File: config.mk
export PLATFORM = sky130hd
export DESIGN_NAME = fm_base_streamer_flat
export DESIGN_NICKNAME = d
export VERILOG_FILES = /design/src/rtl/fm_base_streamer_if.sv /design/src/rtl/fm_base_streamer.sv /design/src/flat_wrapper.sv
export SDC_FILE = /design/constraint.sdc
export NUM_CORES = 1
export LEC_CHECK = 0
export CAP_MARGIN = 10
export CORE_MARGIN = 2
export CORE_UTILIZATION = 55
export CTS_CLUSTER_DIAMETER = 120
export DETAILED_ROUTE_END_ITERATION = 10
export PLACE_DENSITY = 0.73
export SYNTH_ARGS = -nofsm -noshare
export SYNTH_HDL_FRONTEND = slang
export SYNTH_SLANG_ARGS = --single-unit
File: constraint.sdc
create_clock -name clk -period 3.15 [get_ports clk]
set_input_delay 0.315 -clock clk [delete_from_list [all_inputs] [get_ports clk]]
set_output_delay 0.315 -clock clk [all_outputs]
set_load 0.02 [all_outputs]
File: src/rtl/fm_base_streamer_if.sv
// Packed-base word stream into the FM buffer streamer.
// Master drives words; slave (streamer) returns in_ready.
interface fm_base_streamer_if #(
    parameter int WORD_BITS = 16
);
    logic [WORD_BITS-1:0] in_data;
    logic                 in_valid;
    logic                 in_last;
    logic                 in_ready;

    modport master (
        output in_data,
        output in_valid,
        output in_last,
        input  in_ready
    );

    modport slave (
        input  in_data,
        input  in_valid,
        input  in_last,
        output in_ready
    );
endinterface

File: src/rtl/fm_base_streamer.sv
// Write-side driver for the FM ping-pong fragment buffer: word FIFO,
// base serializer and swap control. Option: FM_STREAMER_STATS_EN.
module fm_base_streamer #(
    parameter int DATA_BITS  = 2,
    parameter int WORD_BITS  = 16,
    parameter int BUF_BASES  = 32,
    parameter int FIFO_WORDS = 8
) (
    input  logic                 clk,
    input  logic                 rst,
    fm_base_streamer_if.slave    src,
    output logic [DATA_BITS-1:0] fm_wdata,
    output logic                 fm_chg_idx,
    input  logic                 fm_wait,
    input  logic                 rd_done,
    output logic                 rd_buf_valid,
    output logic                 rd_buf_last,
    output logic                 err
`ifdef FM_STREAMER_STATS_EN
    ,
    output logic [15:0]          stat_bufs,
    output logic [15:0]          stat_stall
`endif
);
    localparam int BPW       = WORD_BITS / DATA_BITS;
    localparam int BUF_WORDS = BUF_BASES / BPW;
    localparam int CW        = $clog2(BUF_BASES);
    localparam int BW        = $clog2(BPW);
    localparam int PW        = $clog2(FIFO_WORDS);
    localparam int NW        = PW + 1;

    typedef enum logic [1:0] {PRIME, FILL, HOLD} state_t;

    state_t               state;
    logic [CW-1:0]        base_cnt;
    logic                 wr_valid;
    logic                 wr_last;
    logic                 pad;
    logic [DATA_BITS-1:0] hold_q;

    logic [WORD_BITS:0]   mem [FIFO_WORDS];
    logic [PW-1:0]        wr_ptr;
    logic [PW-1:0]        rd_ptr;
    logic [NW-1:0]        count;
    logic [NW-1:0]        last_cnt;

    logic [WORD_BITS-1:0] head_data;
    logic                 head_last;
    logic [DATA_BITS-1:0] head_base;
    logic [BW-1:0]        sel;
    logic                 live;
    logic                 push;
    logic                 pop;
    logic                 data_rdy;
    logic                 rd_free;
    logic                 swap;

    assign head_data = mem[rd_ptr][WORD_BITS-1:0];
    assign head_last = mem[rd_ptr][WORD_BITS];
    assign sel       = base_cnt[BW-1:0];
    assign head_base = head_data[DATA_BITS*int'(sel) +: DATA_BITS];
    assign live      = wr_valid & ~pad;

    assign src.in_ready = (count != NW'(FIFO_WORDS));
    assign push         = src.in_valid & src.in_ready;

    // The last word of a half leaves the FIFO one base early; its final
    // base is parked in hold_q and replayed throughout HOLD.
    assign pop = (state == FILL) & live &
                 ((&sel) | (base_cnt == CW'(BUF_BASES-2)));

    assign data_rdy = (count >= NW'(BUF_WORDS)) | (last_cnt != '0);
    assign rd_free  = ~rd_buf_valid | rd_done;
    assign swap     = (state == HOLD) & (wr_valid ? rd_free : data_rdy);
    assign fm_chg_idx = swap;

    // Base currently presented to the FM write port.
    always_comb begin
        fm_wdata = '0;
        if (state == FILL && live) begin
            fm_wdata = head_base;
        end else if (state == HOLD) begin
            fm_wdata = hold_q;
        end
    end

    // FIFO storage; contents need no reset.
    always_ff @(posedge clk) begin
        if (push) begin
            mem[wr_ptr] <= {src.in_last, src.in_data};
        end
    end

    // FIFO pointers, occupancy and count of last-marked entries.
    always_ff @(posedge clk) begin
        if (rst) begin
            wr_ptr   <= '0;
            rd_ptr   <= '0;
            count    <= '0;
            last_cnt <= '0;
        end else begin
            if (push) wr_ptr <= wr_ptr + 1'b1;
            if (pop)  rd_ptr <= rd_ptr + 1'b1;
            count    <= count + NW'(push) - NW'(pop);
            last_cnt <= last_cnt + NW'(push & src.in_last)
                                 - NW'(pop & head_last);
        end
    end

    // Prime/fill/hold sequencing, swap bookkeeping and mirror check.
    always_ff @(posedge clk) begin
        if (rst) begin
            state        <= PRIME;
            base_cnt     <= '0;
            wr_valid     <= 1'b0;
            wr_last      <= 1'b0;
            pad          <= 1'b0;
            hold_q       <= '0;
            rd_buf_valid <= 1'b0;
            rd_buf_last  <= 1'b0;
            err          <= 1'b0;
        end else begin
            if ((state == HOLD) ? (~fm_wait & ~swap) : fm_wait) begin
                err <= 1'b1;
            end
            if (rd_done && !swap) begin
                rd_buf_valid <= 1'b0;
                rd_buf_last  <= 1'b0;
            end
            unique case (state)
                PRIME, FILL: begin
                    base_cnt <= base_cnt + 1'b1;
                    if (pop && head_last) begin
                        pad     <= 1'b1;
                        wr_last <= 1'b1;
                    end
                    if (base_cnt == CW'(BUF_BASES-2)) begin
                        state  <= HOLD;
                        hold_q <= (state == FILL && live) ?
                                  head_data[WORD_BITS-1 -: DATA_BITS] : '0;
                    end
                end
                HOLD: begin
                    if (swap) begin
                        state        <= FILL;
                        base_cnt     <= '0;
                        rd_buf_valid <= wr_valid;
                        rd_buf_last  <= wr_last;
                        wr_valid     <= data_rdy;
                        wr_last      <= 1'b0;
                        pad          <= 1'b0;
                    end
                end
                default: state <= PRIME;
            endcase
        end
    end

`ifdef FM_STREAMER_STATS_EN
    // Saturating counts of handed-off halves and reader-caused stalls.
    always_ff @(posedge clk) begin
        if (rst) begin
            stat_bufs  <= '0;
            stat_stall <= '0;
        end else begin
            if (swap && wr_valid && !(&stat_bufs)) begin
                stat_bufs <= stat_bufs + 1'b1;
            end
            if (state == HOLD && wr_valid && !rd_free && !(&stat_stall)) begin
                stat_stall <= stat_stall + 1'b1;
            end
        end
    end
`endif
endmodule

File: src/flat_wrapper.sv
// flat-port wrapper written by rule: the top's interface ports become plain ports
module fm_base_streamer_flat 
#(
    parameter int DATA_BITS  = 2,
    parameter int WORD_BITS  = 16,
    parameter int BUF_BASES  = 32,
    parameter int FIFO_WORDS = 8
)
  (clk, rst, fm_wdata, fm_chg_idx, fm_wait, rd_done, rd_buf_valid, rd_buf_last, err, src_in_data, src_in_valid, src_in_last, src_in_ready);
  fm_base_streamer_if #(.WORD_BITS(WORD_BITS)) src_i ();
  input  logic clk;
  input  logic rst;
  output logic [DATA_BITS-1:0] fm_wdata;
  output logic fm_chg_idx;
  input  logic fm_wait;
  input  logic rd_done;
  output logic rd_buf_valid;
  output logic rd_buf_last;
  output logic err;
  input wire logic [$bits(src_i.in_data)-1:0] src_in_data;
  input wire logic [$bits(src_i.in_valid)-1:0] src_in_valid;
  input wire logic [$bits(src_i.in_last)-1:0] src_in_last;
  output wire logic [$bits(src_i.in_ready)-1:0] src_in_ready;
  assign src_i.in_data = src_in_data;
  assign src_i.in_valid = src_in_valid;
  assign src_i.in_last = src_in_last;
  assign src_in_ready = src_i.in_ready;
  fm_base_streamer #(.DATA_BITS(DATA_BITS), .WORD_BITS(WORD_BITS), .BUF_BASES(BUF_BASES), .FIFO_WORDS(FIFO_WORDS)) u_core (.clk(clk), .rst(rst), .src(src_i), .fm_wdata(fm_wdata), .fm_chg_idx(fm_chg_idx), .fm_wait(fm_wait), .rd_done(rd_done), .rd_buf_valid(rd_buf_valid), .rd_buf_last(rd_buf_last), .err(err));
endmodule
Word-level counts from Yosys, hierarchy flattened
Memories as Yosys holds them, arrays and structs flattened. A register that Yosys moved wholly into a read port is not among the register bits.
Cells that the tools add are included.
{"block": "word_totals", "register_bits": 28, "mem_bits_rw": 136, "in_bits": 22, "out_inout_bits": 7, "elab_cells": 81, "mem_count": 1}
{"memory": "u_core.mem", "depth": 8, "word_bits": 17, "read_ports": 1, "rd_clocked_by_memory_dff": 1, "write_ports": 1, "line": "fm_base_streamer.sv:41", "rtl": "logic [WORD_BITS:0] mem [FIFO_WORDS];"}
{"block": "op_classes", "addsub": 7, "n_lt_le_gt_ge": 1, "eq_ne": 7, "n_shift": 1, "n_mux": 23, "bitwise": 15, "reduce_logical": 14}
{"cell": "indexed part select 16 x 5 -> 2 bit", "n": 1}
{"cell": "2-to-1 mux 1 bit", "n": 12}
{"cell": "2-to-1 mux 2 bit", "n": 5}
{"cell": "one-hot mux 5 bit (2 select lines)", "n": 1}
{"cell": "bitwise AND 1 bit", "n": 8}
{"cell": "AND reduction 2 bit", "n": 4}
{"cell": "adder 3 x 1 -> 3 bit (second input constant)", "n": 2}
{"cell": "2-to-1 mux 3 bit", "n": 2}
{"cell": "!= test 2 x 1 -> 1 bit (second input constant)", "n": 3}
{"cell": "AND reduction 3 bit", "n": 2}
{"cell": "adder 5 x 1 -> 5 bit (second input constant)", "n": 1}
{"cell": "== test 5 bit (second input constant)", "n": 1}
{"cell": "2-to-1 mux 5 bit", "n": 1}
{"cell": "adder 4 x 1 -> 4 bit", "n": 1}
{"cell": "adder 4 bit", "n": 1}
{"cell": "greater-or-equal comparator 4 x 3 -> 1 bit (second input constant)", "n": 1}
{"cell": "!= test 4 bit (second input constant)", "n": 1}
{"cell": "inverter 1 bit", "n": 4}
{"cell": "one-hot mux 2 bit (2 select lines)", "n": 1}
{"cell": "nonzero test 4 bit", "n": 1}
{"cell": "subtractor 4 x 1 -> 4 bit", "n": 1}
{"cell": "subtractor 4 bit", "n": 1}
{"cell": "logical AND 1 bit", "n": 3}
{"cell": "bitwise OR 1 bit", "n": 3}
{"cell": "other kinds (7)", "n": 7}

Logic depth before layout (Yosys ltp)
Gate-level depths: netlist (run 1).
{"block": "logic_depth", "ltp_word": 9, "mapped_depth": 14, "depth_no_buf": 13}

Worst setup path before layout (run 1)
OpenSTA, ideal clock, no wires.
{"block": "synth_timing", "path_kind": "reg-to-reg", "start": "register u_core.count[2]", "end": "memory u_core.mem[0][0] (netlist bit), enable pin", "setup_time_ps": 435, "arrival_time_ps": 2556, "path_slack_ps": 160, "path_stages_with_launch": 6, "path_buffers": 0, "path_cell_list": "dfxtp_1 inv_1 ha_1 nand2_1 nand2_1 nor4_1"}
{"block": "synth_between", "elab_chain_cells": 4}
{"item": "start: declaration", "line": "fm_base_streamer.sv:44", "rtl": "logic [NW-1:0] count;"}
{"item": "start signal: assignment", "line": "fm_base_streamer.sv:104", "rtl": "count <= count + NW'(push) - NW'(pop);"}
{"item": "!= test 4 bit", "line": "fm_base_streamer.sv:64", "rtl": "assign src.in_ready = (count != NW'(FIFO_WORDS));"}
{"item": "via src_in_ready", "line": "flat_wrapper.sv:23", "rtl": "output wire logic [$bits(src_i.in_ready)-1:0] src_in_ready;"}
{"item": "bitwise AND 1 bit", "line": "fm_base_streamer.sv:65", "rtl": "assign push = src.in_valid & src.in_ready;"}
{"item": "2-to-1 mux 1 bit", "line": "fm_base_streamer.sv:89", "rtl": "if (push) begin"}
{"item": "2-to-1 mux 1 bit (not written as such)", "line": "fm_base_streamer.sv:90", "rtl": "mem[wr_ptr] <= {src.in_last, src.in_data};"}
{"item": "end: declaration", "line": "fm_base_streamer.sv:41"}
The timed path passes the listed nets, and every way through them passes these cells.

==> impl_results.md, run 1 <==
* GRT Overall Usage at 0.204
* Final setup viols at 0
* Wirelength, routed at 12100 um
* Crit start category: register
* TritonCTS clock tree: done
* Setup Buffers After CTS at 0
* CTS clk-pin slew, worst paths at 0.06 ns
* First-pass GRT wire length at 19400 um
* Final ANT Viol Nets at 0
* Gpl congestion at 0.813
* Worst-Skew Late Latency at 0.42 ns
* PwrDens at 623 nW/um2
* Max VDD drop at 0.466 mV
* Crit path required time at 2.83 ns
* HPWL after DPL at 7420 um
* Vias in the first global route at 3565
* Syn nets at 445
* Largest net degree at the start of global routing at 32
* Yosys cell types at 40
* Synth cell count leaders: edfxtp_1, nor2_1, dfxtp_1, nand2_1, mux4_2
* Share of cells above drive strength 1 at 0.176
* Synth-to-layout area growth at 15.9%
* Met3 wire length at 580 um
* Slew Limit Headroom at 0.628
* Post-layout nets at 492
* Total number of vias at 3502
* # diodes at 0
* Mapped Avg Cell Area at 16.7 um2
* RSZ-0062 raised after global routing: false
* CTS root buf: clkbuf_16
* Setup TNS at 0 ns
* Top-Level Pins at 29
* Residual DRC at 0
* Die span in x at 115 um
* Total iterations of the first detailed-routing run at 5
* Initial antenna violation count at 0
* Met2 wire len at 6090 um
* Ys flop type: edfxtp_1
* Core Region at 12000 um2
* Synthesized area at 6760 um2
* Setup CP Type: reg -> out
* R2R setup slack at 0.30 ns
* Sequential Power Share at 0.527
* Clock Path Buffers at 2
* Pwr Total at 0.00488 W
* Yosys warns at 0
* Crit path DAT at 2.66 ns
* Top-area cell type share of the netlist area at 0.604
* CTS Buf Count at 17
* Slew Viols, Final at 0
* Final Hold Fails at 0
* H-tree depth at 4
* Port Buffers at 28
* Maximum Capacitance Violations at 0
* EDFF count, synth at 136
* Clock Sinks at 167
* Synth Register Bits at 167
* Grt total ovfl at 0
* Leak at 2.60 nW
* DR top layer: met4
* Sw Pwr at 0.00114 W
* Critical path fanouts, max at 21
* Dominant cell type by area after synthesis: edfxtp_1
* Mapped Cells at 406
* Worst Max-Slew Pin Slew at 0.558 ns
* Synth async-reset ratio at 0
* Status: completed
* Combinational share of power at 0.095
* Switching share of total power at 0.234
* Final Skew at 0.00695 ns
* Die Y at 115 um
* Most common cell in the synthesized netlist: edfxtp_1
* Tcrit/Tclk final at 0.943
* Min-delay worst type: reg -> reg
* Sequential-to-total area share from yosys stat at 0.696
* CP endpoint kind: output port
* Top post-synthesis cells by area: edfxtp_1, dfxtp_1, mux4_2
* Post-Route M1 WL at 5300 um
* Drt initial violations at 346
* WL/cell at 19.8 um
* # rows at 40
* Starting Density at 0.563
* Via/cell ratio at 5.71
* FMAX at 337 MHz
* Internal power at 0.00374 W
* Power share of the clock group at 0.378
* Die area at 13200 um2
* Period minus WS final at 2.97 ns
## registers in the layout (all words and copies together) (netlist names), named ones only
signal and count:
u_core.rd_ptr 3, u_core.count 4, u_core.last_cnt 4, u_core.wr_valid 1, u_core.rd_buf_last 1, u_core.err 1
u_core.mem 136, u_core.wr_ptr 3, u_core.base_cnt 5, u_core.hold_q 2, u_core.rd_buf_valid 1, u_core.pad 1
u_core.state 2
## critical path, cell delays in order, from the launching register on
cell and delay [ns]:
dfxtp_2 0.35, buf_12 0.20, mux4_1 0.59, mux2_2 0.29, a21oi_1 0.15, nand2_1 0.08
nand4_1 0.09, a31oi_1 0.13, dlygate4sd2_1 0.34
## power groups by stage
stage                     Combinational [W]  Clock (W)  Sequential [W]
after floorplan                    0.000301          0         0.00260
after global routing               0.000523    0.00196         0.00258
after detailed placement           0.000469          0         0.00262
after CTS                          0.000473    0.00188         0.00257
after global placement             0.000456          0         0.00261
final                              0.000463    0.00184         0.00257
## kinds of logic (layout without fill, tap and decap cells)
family | Yosys count | after routing | share of synthesized area
AO/OA/AOI/OAI | 36 | 36 | 0.0318
XOR/XNOR | 10 | 10 | 0.0130
adder cells (fa/ha/maj) | 17 | 17 | 0.0337
buffers and inverters | 28 | 88 | 0.0191
flip-flops | 167 | 167 | 0.696
multiplexers | 51 | 51 | 0.139
AND/OR/NAND/NOR | 97 | 97 | 0.0675
## path summary, 6_finish.rpt
check,cells after the start,endpoint,from
worst max register to register,12,u_core.last_cnt[2],u_core.base_cnt[0]
worst min-delay path,2,u_core.err,u_core.err
worst max-delay path,8,fm_wdata[1],register
worst min register to register,2,u_core.err,u_core.err
## metrics by stage
stage	worst slack [ns]	instances	cell area [um2]	util	hold WS (ns)
3_5_place_dp	0.312	581	7310	0.609	0.480
2_1_floorplan	0.160	406	6760	-	0.387
3_3_place_gp	0.384	581	7310	0.609	0.462
4_1_cts	0.162	613	7840	0.653	0.495
6_report	0.179	613	7840	0.653	0.489
5_1_grt	0.0231	613	7840	0.653	0.537
## metal layers
metal,vias up,track usage
li1,1661,-
met1,1747,0.276
met2,83,0.324
met3,11,0.0543
met4,0,0.0771
met5,-,0
## placed cells by master (no fill, tap or decap), types with 5 or more instances in the layout
cell               n
edfxtp_1         136
nor2_1            34
dfxtp_1           30
nand2_1           27
clkdlybuf4s50_1   26
mux4_2            25
a21oi_1           18
clkbuf_16         17
mux2i_1           15
ha_1              15
inv_1             13
buf_4             13
nor2b_1            9
mux4_1             7
o21ai_0            6
xnor2_1            6
nand2b_1           5
nand3_1            5
inv_6              5
## layout make-up
class / count / area, um2
flip-flops and latches: 167 / 4710
fillers: 845 / 4170
multi-input cells: 211 / 1960
clock buffers: 19 / 433
repair buffers: 43 / 415
well taps: 147 / 184
clock inverters: 13 / 96.3
inverters: 13 / 48.8
## what timing repair did
item / CTS / global route
hold buffers: 0 / 0
endpoints found under the setup margin: 2 / 0
gates resized for setup: 2 / 0
Note: power is estimated with default switching activity, not from simulation.
==> run 2, diff against run 1 <==
Settings changed: CTS_BUF_LIST set to sky130_fd_sc_hd__clkbuf_4, CTS_CLUSTER_DIAMETER 120 to unset.
==> run 2 against run 1 <==
- clock skew up 0.015 ns
- sequential power is essentially flat
- wire length is 0.31% lower
- non-clock buffer count rose by 1
- core utilization is 2.2 points lower
- clock power decreased by 42%
- via count fell by 0.49%
- largest power group unchanged
- combinational power about the same
==> impl_results.md, run 2 (synthesis results as in run 1) <==
* Largest Register: u_core.mem
* Delay-heaviest family, CP: multiplexers
* M1 GR Usage at 0.275
* Crit path required time at 2.83 ns
* Residual DRC at 0
* Largest net degree at the start of global routing at 32
* Port Buffers at 28
* Starting Density at 0.563
* Worst-Skew Late Latency at 0.56 ns
* Post-layout nets at 493
* M3 GR Usage at 0.0590
* Worst Path Buf+Inv at 2
* First-pass GRT wire length at 19000 um
* Total number of vias at 3485
* Core Region at 12000 um2
* Synth-to-layout area growth at 12.0%
* Critical path fanouts, max at 11
* # diodes at 0
* Period minus WS final at 2.94 ns
* GRT Overall Usage at 0.201
* Die area at 13200 um2
* Via/cell ratio at 5.68
* Worst Max-Slew Pin Slew at 0.552 ns
* Setup Buffers After CTS at 0
* Max FFs per register at 136
* CP max stage delay at 0.58 ns
* CTS Buf Count at 17
* Clock Sinks at 167
* Final setup viols at 0
* Pwr Total at 0.00410 W
* DP Area at 7310 um2
* Commonest non-fill, non-tap cell in the layout: edfxtp_1
* Total iterations of the first detailed-routing run at 4
* H-tree depth at 4
* Tcrit/Tclk final at 0.934
* Die Y at 115 um
* PwrDens at 542 nW/um2
* Final ANT Viol Nets at 0
* Share of cells above drive strength 1 at 0.186
* Slew Viols, Final at 0
* WL/cell at 19.7 um
* Top Usage Layer GRT: met2
* Initial antenna violation count at 0
* Pre-CTS setup slack at 0.312 ns
* Leak at 2.48 nW
* Final Cell Area at 7570 um2
* Min-delay worst type: in -> reg
* Gpl congestion at 0.813
* # rows at 40
* Crit-path cells: buf_12 -> mux4_1 -> mux2_2 -> nand2_1 -> o21ai_0 -> a21oi_1 -> a31oi_1 -> clkbuf_2
* FMAX at 340 MHz
* Grt total ovfl at 0
* CTS root buf: clkbuf_4
* Top-Level Pins at 29
* Maximum Capacitance Violations at 0
* WHS at 0.419 ns
* HPWL after DPL at 7420 um
* Wirelength, routed at 12100 um
* TritonCTS clock tree: done
* Crit start category: register
* Vias in the first global route at 3501
* Final Skew at 0.0218 ns
* Final WS setup at 0.207 ns
* CP endpoint kind: output port
* Slew Limit Headroom at 0.631
* Largest registers: u_core.mem (136), u_core.base_cnt (5)
* Crit path DAT at 2.63 ns
* Drt initial violations at 307
* Met2 usage at 0.311
* Setup TNS at 0 ns
* Clock Path Buffers at 2
* Commonest cells after routing, fill and taps aside: edfxtp_1, nor2_1, dfxtp_1
* CTS clk-pin slew, worst paths at 0.13 ns
* RSZ-0062 raised after global routing: false
* Max VDD drop at 0.371 mV
* Setup CP Type: reg -> out
* Final Hold Fails at 0
* Status: completed
* Hold buffers post-CTS at 0
* Crit-path slowest cell: mux4_1
* Die span in x at 115 um
## run 2: changes by cell type in the layout (fill, tap and decap cells not counted), sizes merged
cell and change:
clkbuf +3, dlygate4sd2 -2
## run 2: worst reg2reg max path, stage by stage (launching register included)
cell	delay [ns]
dfxtp_1	0.65
inv_1	0.19
ha_1	0.25
nand2_1	0.07
nor2_1	0.05
o21a_1	0.26
nor2b_1	0.18
ha_1	0.27
inv_1	0.04
ha_1	0.21
fa_1	0.38
xnor2_1	0.16
nor2_1	0.06
## run 2: path summary, 6_finish.rpt
kind | endpoint | cells past startpoint | start | slack [ns]
hold / removal | u_core.err | 3 | fm_wait | 0.42
setup reg to reg | u_core.last_cnt[2] | 12 | u_core.base_cnt[0] | 0.27
hold reg to reg | u_core.err | 2 | u_core.err | 0.50
setup / recovery | fm_wdata[1] | 8 | register | 0.21
## run 2: stage by stage
| stage | instances | utilization |
|---|---|---|
| after floorplan | 406 | - |
| after detailed placement | 581 | 0.609 |
| after global placement | 581 | 0.609 |
| after global routing | 614 | 0.630 |
| after CTS | 613 | 0.629 |
| final | 614 | 0.630 |
## run 2: power breakdown
| group | switching (W) | internal, W |
|---|---|---|
| clock | 0.000733 | 0.000338 |
| combinational | 0.000259 | 0.000202 |
| sequential | 0.0000533 | 0.00252 |
## run 2: timing repair
action | in CTS | in global routing
cloned | 0 | 1
setup endpoints to repair | 2 | 2
gates resized for setup | 3 | 7
pin swaps | 0 | 0
## run 2: area by class of cell
type | count | area (um2)
clock buffer | 19 | 143
clock inverter | 13 | 96.3
fill | 878 | 4440
inverter | 13 | 48.8
multi-input combinational | 211 | 1960
sequential | 167 | 4710
tap | 147 | 184
timing repair buffer | 44 | 437
## run 2: layer usage
metal / vias up / routed length [um]
li1: 1672 / -
met2: 96 / 5910
met1: 1706 / 5410
met3: 11 / 600
met4: 0 / 187
met5: - / 0
